`src/rtl/alu_seq_pkg.sv`:
```
// rtl/alu_seq_pkg.sv - shared state encoding and constants for the ALU transfer sequencer
package alu_seq_pkg;

    typedef enum logic [1:0] {
        IDLE   = 2'd0,
        LOAD_Y = 2'd1,
        EXEC   = 2'd2,
        WRITE  = 2'd3
    } seq_state_t;

    localparam int OP_W_DEFAULT = 4;
    localparam int ALU_OP_NOP   = 0;

endpackage

```
`src/rtl/reg_sel_decoder.sv`:
```
// rtl/reg_sel_decoder.sv - register select to one-hot strobe decoder with enable
module reg_sel_decoder #(
    parameter int NUM_REGS = 8,
    parameter int SEL_W    = 3
) (
    input  logic                en,
    input  logic [SEL_W-1:0]    sel,
    output logic [NUM_REGS-1:0] onehot
);

    // Selects at or beyond NUM_REGS match no index, so the vector stays zero.
    always_comb begin
        onehot = '0;
        for (int i = 0; i < NUM_REGS; i++) begin
            onehot[i] = en && (sel == SEL_W'(i));
        end
    end

endmodule

```
`src/rtl/alu_xfer_sequencer.sv`:
```
// rtl/alu_xfer_sequencer.sv - single-bus A->Y, B->ALU->Z, Z->dst sequencer; option SEQ_BACK_TO_BACK_EN
module alu_xfer_sequencer
    import alu_seq_pkg::*;
#(
    parameter int NUM_REGS = 8,
    parameter int SEL_W    = 3,
    parameter int OP_W     = OP_W_DEFAULT
) (
    input  logic                clk,
    input  logic                reset,
    input  logic                start,
    input  logic                unary,
    input  logic [SEL_W-1:0]    src_a,
    input  logic [SEL_W-1:0]    src_b,
    input  logic [SEL_W-1:0]    dst,
    input  logic [OP_W-1:0]     alu_op,
    input  logic                hold,
    output logic [NUM_REGS-1:0] reg_out_en,
    output logic [NUM_REGS-1:0] reg_in_en,
    output logic                Y_in,
    output logic                Z_in,
    output logic                Z_out,
    output logic [OP_W-1:0]     alu_op_out,
    output logic                busy,
    output logic                done
);

    seq_state_t       state, state_nxt;
    logic [SEL_W-1:0] src_a_q, src_b_q, dst_q;
    logic [OP_W-1:0]  op_q;
    logic             unary_q;
    logic             accept;
    logic             out_drive;
    logic [SEL_W-1:0] out_sel;

`ifdef SEQ_BACK_TO_BACK_EN
    assign accept = start && !hold && (state == IDLE || state == WRITE);
`else
    assign accept = start && !hold && (state == IDLE);
`endif

    always_ff @(posedge clk) begin
        if (reset) begin
            state   <= IDLE;
            src_a_q <= '0;
            src_b_q <= '0;
            dst_q   <= '0;
            op_q    <= '0;
            unary_q <= 1'b0;
        end else begin
            state <= state_nxt;
            if (accept) begin
                src_a_q <= src_a;
                src_b_q <= src_b;
                dst_q   <= dst;
                op_q    <= alu_op;
                unary_q <= unary;
            end
        end
    end

    // hold freezes every non-IDLE state; in IDLE it simply blocks acceptance.
    always_comb begin
        state_nxt = state;
        if (!hold) begin
            case (state)
                IDLE:    if (accept) state_nxt = unary ? EXEC : LOAD_Y;
                LOAD_Y:  state_nxt = EXEC;
                EXEC:    state_nxt = WRITE;
                WRITE:   state_nxt = accept ? (unary ? EXEC : LOAD_Y) : IDLE;
                default: state_nxt = IDLE;
            endcase
        end
    end

    always_comb begin
        out_drive  = 1'b0;
        out_sel    = src_b_q;
        Y_in       = 1'b0;
        Z_in       = 1'b0;
        Z_out      = 1'b0;
        alu_op_out = OP_W'(ALU_OP_NOP);
        busy       = (state != IDLE);
        done       = 1'b0;
        case (state)
            LOAD_Y: begin
                out_drive = !unary_q;
                out_sel   = src_a_q;
                Y_in      = !unary_q;
            end
            EXEC: begin
                out_drive  = 1'b1;
                Z_in       = 1'b1;
                alu_op_out = op_q;
            end
            WRITE: begin
                Z_out = 1'b1;
                done  = 1'b1;
            end
            default: ;
        endcase
    end

    reg_sel_decoder #(.NUM_REGS(NUM_REGS), .SEL_W(SEL_W)) u_out_dec (
        .en     (out_drive),
        .sel    (out_sel),
        .onehot (reg_out_en)
    );

    reg_sel_decoder #(.NUM_REGS(NUM_REGS), .SEL_W(SEL_W)) u_in_dec (
        .en     (state == WRITE),
        .sel    (dst_q),
        .onehot (reg_in_en)
    );

endmodule

```
`config.mk`:
```
export PLATFORM = sky130hd
export DESIGN_NAME = alu_xfer_sequencer
export DESIGN_NICKNAME = d
export VERILOG_FILES = /design/src/rtl/alu_seq_pkg.sv /design/src/rtl/reg_sel_decoder.sv /design/src/rtl/alu_xfer_sequencer.sv
export SDC_FILE = /design/constraint.sdc
export NUM_CORES = 1
export LEC_CHECK = 0
export BUFFER_PORTS_ARGS = -buffer_cell sky130_fd_sc_hd__buf_2
export CAP_MARGIN = 10
export CORE_MARGIN = 4
export CORE_UTILIZATION = 35
export DETAILED_ROUTE_END_ITERATION = 8
export SLEW_MARGIN = 20
export SYNTH_ARGS = -nofsm -noshare
export SYNTH_HDL_FRONTEND = slang
export SYNTH_SLANG_ARGS = --single-unit
```
`constraint.sdc`:
```
create_clock -name clk -period 2.03 [get_ports clk]
set_input_delay 0.609 -clock clk [delete_from_list [all_inputs] [get_ports clk]]
set_output_delay 0.609 -clock clk [all_outputs]
set_load 0.02 [all_outputs]
```
==> flow_summary.html, run 1 <==
<table>
<tr><th>Metric</th><th>Value</th></tr>
<tr><th colspan="2">Outcome</th></tr>
<tr><td>Run status</td><td>complete, but fails checks</td></tr>
<tr><td>Failing checks</td><td>setup timing</td></tr>
<tr><th colspan="2">Logic synthesis</th></tr>
<tr><td>Sequential element share of the synthesized area</td><td>32.3%</td></tr>
<tr><td>Number of library cell types mapped by synthesis</td><td>24</td></tr>
<tr><td>Average size of a mapped cell</td><td>7.81 um2</td></tr>
<tr><td>Netlist Area Pre-Place</td><td>992 um2</td></tr>
<tr><td>Synthesized instance count</td><td>127</td></tr>
<tr><td>Total nets after synthesis</td><td>approximately 150</td></tr>
<tr><td>Flop and latch count out of synthesis</td><td>16</td></tr>
<tr><td>Warnings, synthesis</td><td>0</td></tr>
<tr><th colspan="2">Critical path</th></tr>
<tr><td>Worst reg2reg setup slack</td><td>0.65 ns</td></tr>
<tr><td>Reg2Reg Launch Point</td><td>state[1]</td></tr>
<tr><td>Required @ worst endpoint</td><td>1.42 ns</td></tr>
<tr><td>CP max stage delay</td><td>0.35 ns</td></tr>
<tr><td>Maximum fanout count along the critical path</td><td>4</td></tr>
<tr><td>Critical path class</td><td>reg -&gt; out</td></tr>
<tr><td>Data arrival time of the worst path</td><td>1.62 ns</td></tr>
<tr><td>Nature of the critical path endpoint</td><td>output port</td></tr>
<tr><td>Kind of start point of the critical path</td><td>flop</td></tr>
<tr><td>List of cells traversed by the critical path</td><td>buf_6 &gt; ha_4 &gt; and4bb_2 &gt; a41oi_4 &gt; nor2_1 &gt; buf_4</td></tr>
<tr><td>Crit path max-delay cell type</td><td>dfxtp_2</td></tr>
<tr><td>Launching instance or port of the critical path</td><td>state[1]</td></tr>
<tr><th colspan="2">Global route</th></tr>
<tr><td>Remaining global-route overflow</td><td>0</td></tr>
<tr><td>Total track usage</td><td>14.2%</td></tr>
<tr><td>Vias in the first global route</td><td>between 900 and 1000</td></tr>
<tr><td>Wire length of the first global-routing pass</td><td>3990 um</td></tr>
<tr><td>Number of antenna violations at the first check in global routing</td><td>0</td></tr>
<tr><td>Largest net degree at the start of global routing</td><td>17</td></tr>
<tr><th colspan="2">Pwr</th></tr>
<tr><td>Clock network fraction of total power</td><td>25.5%</td></tr>
<tr><td>Sequential power share</td><td>43.0%</td></tr>
<tr><td>Leakage component of the power</td><td>0.656 nW</td></tr>
<tr><td>Net switching power</td><td>0.259 mW</td></tr>
<tr><td>Total chip power</td><td>0.821 mW</td></tr>
<tr><td>Peak ir drop on the vdd network</td><td>0.000470 V</td></tr>
<tr><td>Fraction of power spent switching nets</td><td>between 30% and 40%</td></tr>
<tr><td>Total internal power</td><td>0.562 mW</td></tr>
<tr><td>Fraction of power consumed by combinational cells</td><td>between 30% and 40%</td></tr>
<tr><td>Power per cell area</td><td>538 nW/um2</td></tr>
<tr><th colspan="2">Clocking</th></tr>
<tr><td>CTS Buf Count</td><td>3</td></tr>
<tr><td>Root buf cell</td><td>clkbuf_4</td></tr>
<tr><td>Count of clock tree sinks</td><td>16</td></tr>
<tr><td>TritonCTS clock tree</td><td>yes</td></tr>
<tr><td>Depth of the CTS H-tree</td><td>1</td></tr>
<tr><td>Clock slew at the register clock pins of the worst setup and hold paths</td><td>0.10 ns</td></tr>
<tr><td>Latest clock arrival within the worst-skew pair</td><td>between 0.2 and 0.3 ns</td></tr>
<tr><td>CTS Buffer Depth</td><td>2</td></tr>
<tr><td>Number of buffers inserted by hold repair at cts</td><td>0</td></tr>
<tr><th colspan="2">Cells and area</th></tr>
<tr><td>Most common library cell in the layout ignoring fill and taps</td><td>nand2_1</td></tr>
<tr><td>Inserted Diodes</td><td>0</td></tr>
<tr><td>Share of the core filled with cells</td><td>55.8%</td></tr>
<tr><td>Number of nets in the finished design</td><td>201</td></tr>
<tr><td>Synthesis-to-layout area growth</td><td>53.8%</td></tr>
<tr><td>Most frequent cells in the layout</td><td>nand2_1 (29), buf_2 (28), buf_4 (17)</td></tr>
<tr><td>Layout cells sized above 1</td><td>between 50 and 60%</td></tr>
<tr><td>Number of fill cells</td><td>262</td></tr>
<tr><th colspan="2">Placement</th></tr>
<tr><td>Post-place setup slack</td><td>0.00583 ns</td></tr>
<tr><td>GP Congestion</td><td>between 0.8 and 0.9</td></tr>
<tr><td>Number of I/O port buffers</td><td>42</td></tr>
<tr><td>Detailed Place HPWL</td><td>1870 um</td></tr>
<tr><th colspan="2">STA</th></tr>
<tr><td>Max Clock Freq</td><td>0.450 GHz</td></tr>
<tr><td>Max-slew headroom at the worst pin</td><td>72.6%</td></tr>
<tr><td>Hold_ws</td><td>0.471 ns</td></tr>
<tr><td>Final-report max-slew violation count</td><td>0</td></tr>
<tr><td>Tightest Pin Transition</td><td>0.411 ns</td></tr>
<tr><td>Shortest clock period the worst path allows after layout</td><td>2.22 ns</td></tr>
<tr><td>Maximum clock skew at final layout</td><td>0.00490 ns</td></tr>
<tr><td>Ratio of final minimum period to clock period</td><td>110%</td></tr>
<tr><td>TNS Setup</td><td>-1.48 ns</td></tr>
<tr><td>Final hold vios</td><td>0</td></tr>
<tr><td>Final setup margin</td><td>-0.194 ns</td></tr>
<tr><td>RSZ-0062 raised after global routing</td><td>true</td></tr>
<tr><td>Setup Viol. Count Final</td><td>11</td></tr>
<tr><th colspan="2">Floorplanning</th></tr>
<tr><td>Die Height</td><td>61.2 um</td></tr>
<tr><td>Number of standard-cell rows in the floorplan</td><td>19</td></tr>
<tr><td>Starting Density</td><td>36.3%</td></tr>
<tr><td>Total Die Area</td><td>3750 um2</td></tr>
<tr><td>Die extent in x</td><td>around 60 um</td></tr>
<tr><td>Placeable core region</td><td>2730 um2</td></tr>
<tr><td>I/O pin total</td><td>43</td></tr>
<tr><th colspan="2">Drt</th></tr>
<tr><td>Per-cell routed wire length</td><td>~13 um</td></tr>
<tr><td>Pre-antenna DRT Iters</td><td>4</td></tr>
<tr><td>Total via count after detailed routing</td><td>between 1000 and 1500</td></tr>
<tr><td>DRC viols</td><td>0</td></tr>
<tr><td>Residual antenna-violating net count after detailed routing</td><td>0</td></tr>
<tr><td>DRC marker count from the first detailed-route iteration</td><td>15</td></tr>
<tr><td>Post-detailed-route via-to-cell ratio</td><td>slightly above 5</td></tr>
<tr><td>Overall routed net length</td><td>2780 um</td></tr>
<tr><th colspan="2">Min path</th></tr>
<tr><td>Hold Crit Class</td><td>reg -&gt; reg</td></tr>
<tr><td>Hold path start</td><td>op_q[3]</td></tr>
<tr><th colspan="2">Flow run</th></tr>
<tr><td>Max-capacitance violation count</td><td>0</td></tr>
</table>
==> flip-flops by register name (all words and copies together), names as in the netlist <==
signal   count
op_q         4
dst_q        3
src_a_q      3
src_b_q      3
state        2
unary_q      1
==> worst paths after layout <==
kind,end,cells after the start
worst max register to register,src_b_q[2],6
worst max-delay path,reg_out_en[2],6
worst min-delay path,op_q[3],2
worst min register to register,op_q[3],2
==> critical path, delay by kind of cell (launching register included) <==
family	cells	cell delay, ns
buffers and inverters	2	0.29
AND/OR/NAND/NOR	2	0.31
adder cells (fa/ha/maj)	1	0.16
flip-flops	1	0.35
AO/OA/AOI/OAI	1	0.21
==> cells in the mapped netlist, drive strengths merged <==
cell / instances / share of area [%]
and3b: 2 / 1.8
a31oi: 4 / 2.5
dfxtp: 16 / 32
and4b: 1 / 1.0
buf: 7 / 4.9
and4bb: 1 / 1.3
a41oi: 2 / 3.3
ha: 6 / 7.6
nand2b: 5 / 3.2
and2: 4 / 2.5
a21oi: 16 / 12
nor3: 3 / 1.5
mux2i: 2 / 2.0
nor3b: 2 / 1.5
nor2b: 1 / 0.63
nand2: 30 / 11
nand3b: 1 / 0.76
nor2: 14 / 5.3
inv: 8 / 3.0
a311oi: 2 / 1.8
==> routing by layer <==
layer	share of wire, %	GRT usage, %
met5	0	0
met4	0.79	2.79
met3	6.2	4.40
met2	54	25.8
met1	39	16.2
==> metrics by stage <==
stage	instance area [um2]	cells
2_1_floorplan	992	127
3_3_place_gp	1270	203
3_5_place_dp	1270	203
4_1_cts	1400	207
5_1_grt	1530	207
6_report	1530	207
==> power by group through the flow <==
stage | Sequential, mW | Clock [mW] | Combinational (mW)
6_report | 0.353 | 0.210 | 0.258
5_1_grt | 0.357 | 0.229 | 0.284
4_1_cts | 0.350 | 0.217 | 0.238
3_5_place_dp | 0.353 | 0 | 0.215
3_3_place_gp | 0.353 | 0 | 0.208
2_1_floorplan | 0.352 | 0 | 0.137
==> cell families (layout without fill, tap and decap cells) <==
| group | count (synthesis) | in the layout | synth area share, % |
|---|---|---|---|
| fa+ha+maj | 6 | 6 | 7.57 |
| mux | 2 | 2 | 2.02 |
| simple gates | 64 | 64 | 30.8 |
| buf+inv | 15 | 64 | 7.94 |
| compound gates | 24 | 24 | 19.4 |
| flops | 16 | 16 | 32.3 |
==> what timing repair did <==
| action | in CTS | in global routing |
|---|---|---|
| setup endpoints to repair | 21 | 18 |
| gates cloned | 0 | 0 |
| pin swaps | 6 | 2 |
| setup buffers | 0 | 0 |
| gates resized for setup | 25 | 30 |
| hold endpoints to repair | 0 | 0 |
==> cell type report <==
cell class | instances | area [um2] | area share (%)
flip-flops and latches | 16 | 323 | 21.1
inverters | 8 | 35.0 | 2.30
multi-input cells | 96 | 747 | 48.9
repair buffers | 52 | 347 | 22.7
well taps | 31 | 38.8 | 2.54
clock buffers | 4 | 36.3 | 2.38
(Power assumes the default switching activity.)
==> run 2, diff against run 1 <==
--- a/config.mk
+++ b/config.mk
@@ -5,11 +5,11 @@
 export SDC_FILE = /design/constraint.sdc
 export NUM_CORES = 1
 export LEC_CHECK = 0
-export BUFFER_PORTS_ARGS = -buffer_cell sky130_fd_sc_hd__buf_2
 export CAP_MARGIN = 10
 export CORE_MARGIN = 4
 export CORE_UTILIZATION = 35
 export DETAILED_ROUTE_END_ITERATION = 8
+export DONT_BUFFER_PORTS = 1
 export SLEW_MARGIN = 20
 export SYNTH_ARGS = -nofsm -noshare
 export SYNTH_HDL_FRONTEND = slang
==> run 2 against run 1 <==
  * Sequential share of layout area increased by 2.3 points
  * Utilization decreased by 5.5 points
  * Maximum frequency decreased by 0.97%
  * Sequential power about the same
  * Cell count decreased by 12%
  * Clock skew increased by 0.0013 ns
  * The run still ends with setup timing left
==> flow_summary.html, run 2 (same netlist as run 1, synthesis figures left out) <==
<table>
<tr><th>Metric</th><th>Value</th></tr>
<tr><th colspan="2">Global route</th></tr>
<tr><td>Total track usage</td><td>between 10% and 20%</td></tr>
<tr><td>Largest net degree at the start of global routing</td><td>17</td></tr>
<tr><td>Vias in the first global route</td><td>933</td></tr>
<tr><td>Number of antenna violations at the first check in global routing</td><td>0</td></tr>
<tr><td>Remaining global-route overflow</td><td>0</td></tr>
<tr><td>Wire length of the first global-routing pass</td><td>4240 um</td></tr>
<tr><th colspan="2">Clocking</th></tr>
<tr><td>CTS Buf Count</td><td>3</td></tr>
<tr><td>Root buf cell</td><td>clkbuf_4</td></tr>
<tr><td>TritonCTS clock tree</td><td>yes</td></tr>
<tr><td>Number of buffers inserted by hold repair at cts</td><td>0</td></tr>
<tr><td>Depth of the CTS H-tree</td><td>1</td></tr>
<tr><td>Clock slew at the register clock pins of the worst setup and hold paths</td><td>0.10 ns</td></tr>
<tr><td>CTS Buffer Depth</td><td>2</td></tr>
<tr><td>Count of clock tree sinks</td><td>16</td></tr>
<tr><td>Latest clock arrival within the worst-skew pair</td><td>0.29 ns</td></tr>
<tr><th colspan="2">Cells and area</th></tr>
<tr><td>Inserted Diodes</td><td>0</td></tr>
<tr><td>Number of nets in the finished design</td><td>176</td></tr>
<tr><td>Most common library cell in the layout ignoring fill and taps</td><td>nand2_1</td></tr>
<tr><td>Most frequent cells in the layout</td><td>nand2_1 (29), buf_4 (22), dfxtp_1 (14)</td></tr>
<tr><td>Layout cells sized above 1</td><td>between 40% and 50%</td></tr>
<tr><td>Final standard cell count with taps included and fillers excluded</td><td>182</td></tr>
<tr><td>Top register by number of flip-flops</td><td>op_q</td></tr>
<tr><td>Largest register FFs</td><td>4</td></tr>
<tr><td>Summed area of non-filler cells in the final layout</td><td>between 1000 and 1500 um2</td></tr>
<tr><td>Number of fill cells</td><td>250</td></tr>
<tr><td>Synthesis-to-layout area growth</td><td>38.7%</td></tr>
<tr><th colspan="2">Critical path</th></tr>
<tr><td>Nature of the critical path endpoint</td><td>output port</td></tr>
<tr><td>Worst reg2reg setup slack</td><td>0.60 ns</td></tr>
<tr><td>Most frequent cell on the critical path</td><td>buf_4</td></tr>
<tr><td>List of cells traversed by the critical path</td><td>buf_6 &gt; ha_4 &gt; buf_4 &gt; nor3b_2 &gt; a31oi_1 &gt; nor2_1 &gt; buf_4</td></tr>
<tr><td>Required @ worst endpoint</td><td>about 1.4 ns</td></tr>
<tr><td>Crit path max-delay cell type</td><td>dfxtp_2</td></tr>
<tr><td>Kind of start point of the critical path</td><td>flop</td></tr>
<tr><td>CP max stage delay</td><td>0.35 ns</td></tr>
<tr><td>Critical path class</td><td>reg -&gt; out</td></tr>
<tr><td>Data arrival time of the worst path</td><td>1.64 ns</td></tr>
<tr><td>Maximum fanout count along the critical path</td><td>5</td></tr>
<tr><th colspan="2">Floorplanning</th></tr>
<tr><td>Starting Density</td><td>between 30% and 40%</td></tr>
<tr><td>Placeable core region</td><td>roughly 2700 um2</td></tr>
<tr><td>Die extent in x</td><td>61.2 um</td></tr>
<tr><td>Die Height</td><td>61.2 um</td></tr>
<tr><td>Total Die Area</td><td>3750 um2</td></tr>
<tr><td>I/O pin total</td><td>43</td></tr>
<tr><td>Number of standard-cell rows in the floorplan</td><td>19</td></tr>
<tr><th colspan="2">Placement</th></tr>
<tr><td>GP Congestion</td><td>0.815</td></tr>
<tr><td>Placement-stage cell area</td><td>approximately 1200 um2</td></tr>
<tr><td>Post-place setup slack</td><td>-0.0276 ns</td></tr>
<tr><td>Number of I/O port buffers</td><td>0</td></tr>
<tr><td>Detailed Place HPWL</td><td>1830 um</td></tr>
<tr><td>Placed Cells incl. Taps</td><td>174</td></tr>
<tr><th colspan="2">Drt</th></tr>
<tr><td>Total via count after detailed routing</td><td>953</td></tr>
<tr><td>Post-detailed-route via-to-cell ratio</td><td>5.24</td></tr>
<tr><td>Overall routed net length</td><td>2680 um</td></tr>
<tr><td>Residual antenna-violating net count after detailed routing</td><td>0</td></tr>
<tr><td>Per-cell routed wire length</td><td>14.7 um</td></tr>
<tr><td>DRC marker count from the first detailed-route iteration</td><td>19</td></tr>
<tr><td>DRC viols</td><td>0</td></tr>
<tr><td>Pre-antenna DRT Iters</td><td>4</td></tr>
<tr><th colspan="2">STA</th></tr>
<tr><td>Max-slew headroom at the worst pin</td><td>62.8%</td></tr>
<tr><td>Maximum clock skew at final layout</td><td>0.00619 ns</td></tr>
<tr><td>Tightest Pin Transition</td><td>between 0.5 and 0.6 ns</td></tr>
<tr><td>Final setup margin</td><td>-0.216 ns</td></tr>
<tr><td>Ratio of final minimum period to clock period</td><td>111%</td></tr>
<tr><td>Max Clock Freq</td><td>0.445 GHz</td></tr>
<tr><td>Final hold vios</td><td>0</td></tr>
<tr><td>Final-report max-slew violation count</td><td>0</td></tr>
<tr><td>Setup Viol. Count Final</td><td>8</td></tr>
<tr><td>RSZ-0062 raised after global routing</td><td>true</td></tr>
<tr><td>Shortest clock period the worst path allows after layout</td><td>2.25 ns</td></tr>
<tr><td>TNS Setup</td><td>-1.64 ns</td></tr>
<tr><th colspan="2">Outcome</th></tr>
<tr><td>Run status</td><td>complete, but fails checks</td></tr>
<tr><td>Failing checks</td><td>setup timing</td></tr>
<tr><th colspan="2">Pwr</th></tr>
<tr><td>Total chip power</td><td>between 0.7 and 0.8 mW</td></tr>
<tr><td>Fraction of power spent switching nets</td><td>between 30% and 40%</td></tr>
<tr><td>Sequential power share</td><td>44.9%</td></tr>
<tr><td>Clock network fraction of total power</td><td>26.6%</td></tr>
<tr><td>Power per cell area</td><td>573 nW/um2</td></tr>
<tr><td>Peak ir drop on the vdd network</td><td>between 0.0004 and 0.0005 V</td></tr>
<tr><td>Net switching power</td><td>0.243 mW</td></tr>
<tr><td>Fraction of power consumed by combinational cells</td><td>~28%</td></tr>
<tr><td>Total internal power</td><td>approximately 0.55 mW</td></tr>
<tr><td>Leakage component of the power</td><td>0.548 nW</td></tr>
<tr><th colspan="2">Flow run</th></tr>
<tr><td>Max-capacitance violation count</td><td>0</td></tr>
<tr><th colspan="2">Min path</th></tr>
<tr><td>Hold Crit Class</td><td>in -&gt; reg</td></tr>
</table>
-- run 2: worst max-delay path, delay by kind of cell, from the launching register on --
kind	cells	cell delay (ns)
AO/OA/AOI/OAI	1	0.09
adder cells (fa/ha/maj)	1	0.17
buffers and inverters	3	0.42
flip-flops	1	0.35
AND/OR/NAND/NOR	2	0.31
-- run 2: final timing paths --
kind	end	depth (start not counted)	start
worst max register to register	op_q[0]	5	state[0]
worst min-delay path	dst_q[1]	1	reset
worst min register to register	op_q[3]	2	op_q[3]
worst max-delay path	reg_out_en[6]	7	state[0]
-- run 2: metrics by stage --
step	hold WS, ns	utilization [%]
3_5_place_dp	0.453	42.2
6_report	0.367	50.3
4_1_cts	0.363	47.3
3_3_place_gp	0.436	42.2
2_1_floorplan	0.432	-
5_1_grt	0.337	50.3
-- run 2: layout make-up --
type / instances / area [um2] / share of cell area (%)
tap: 31 / 38.8 / 2.82
multi-input combinational: 96 / 722 / 52.5
sequential: 16 / 323 / 23.5
timing repair buffer: 27 / 221 / 16.1
inverter: 8 / 35.0 / 2.55
clock buffer: 4 / 36.3 / 2.64
-- run 2: power by group through the flow --
stage / Combinational, mW / Sequential, mW / Clock [mW]
3_3_place_gp: 0.166 / 0.352 / 0
4_1_cts: 0.205 / 0.351 / 0.216
3_5_place_dp: 0.172 / 0.353 / 0
6_report: 0.225 / 0.354 / 0.210
5_1_grt: 0.248 / 0.357 / 0.236
2_1_floorplan: 0.137 / 0.352 / 0
-- run 2: per-layer routing --
layer	wire, um	up-vias	share of wire [%]	track usage, %
met2	1480	35	55	26.4
met5	0	-	0	0
li1	-	465	-	-
met4	38	0	1.4	5.88
met3	214	4	8.0	6.29
met1	956	449	36	16.8
-- run 2: timing repair --
item / in CTS / in global routing
buffers inserted: 3 / 1
gates resized for setup: 18 / 20
pin swaps: 9 / 8
setup endpoints to repair: 9 / 20
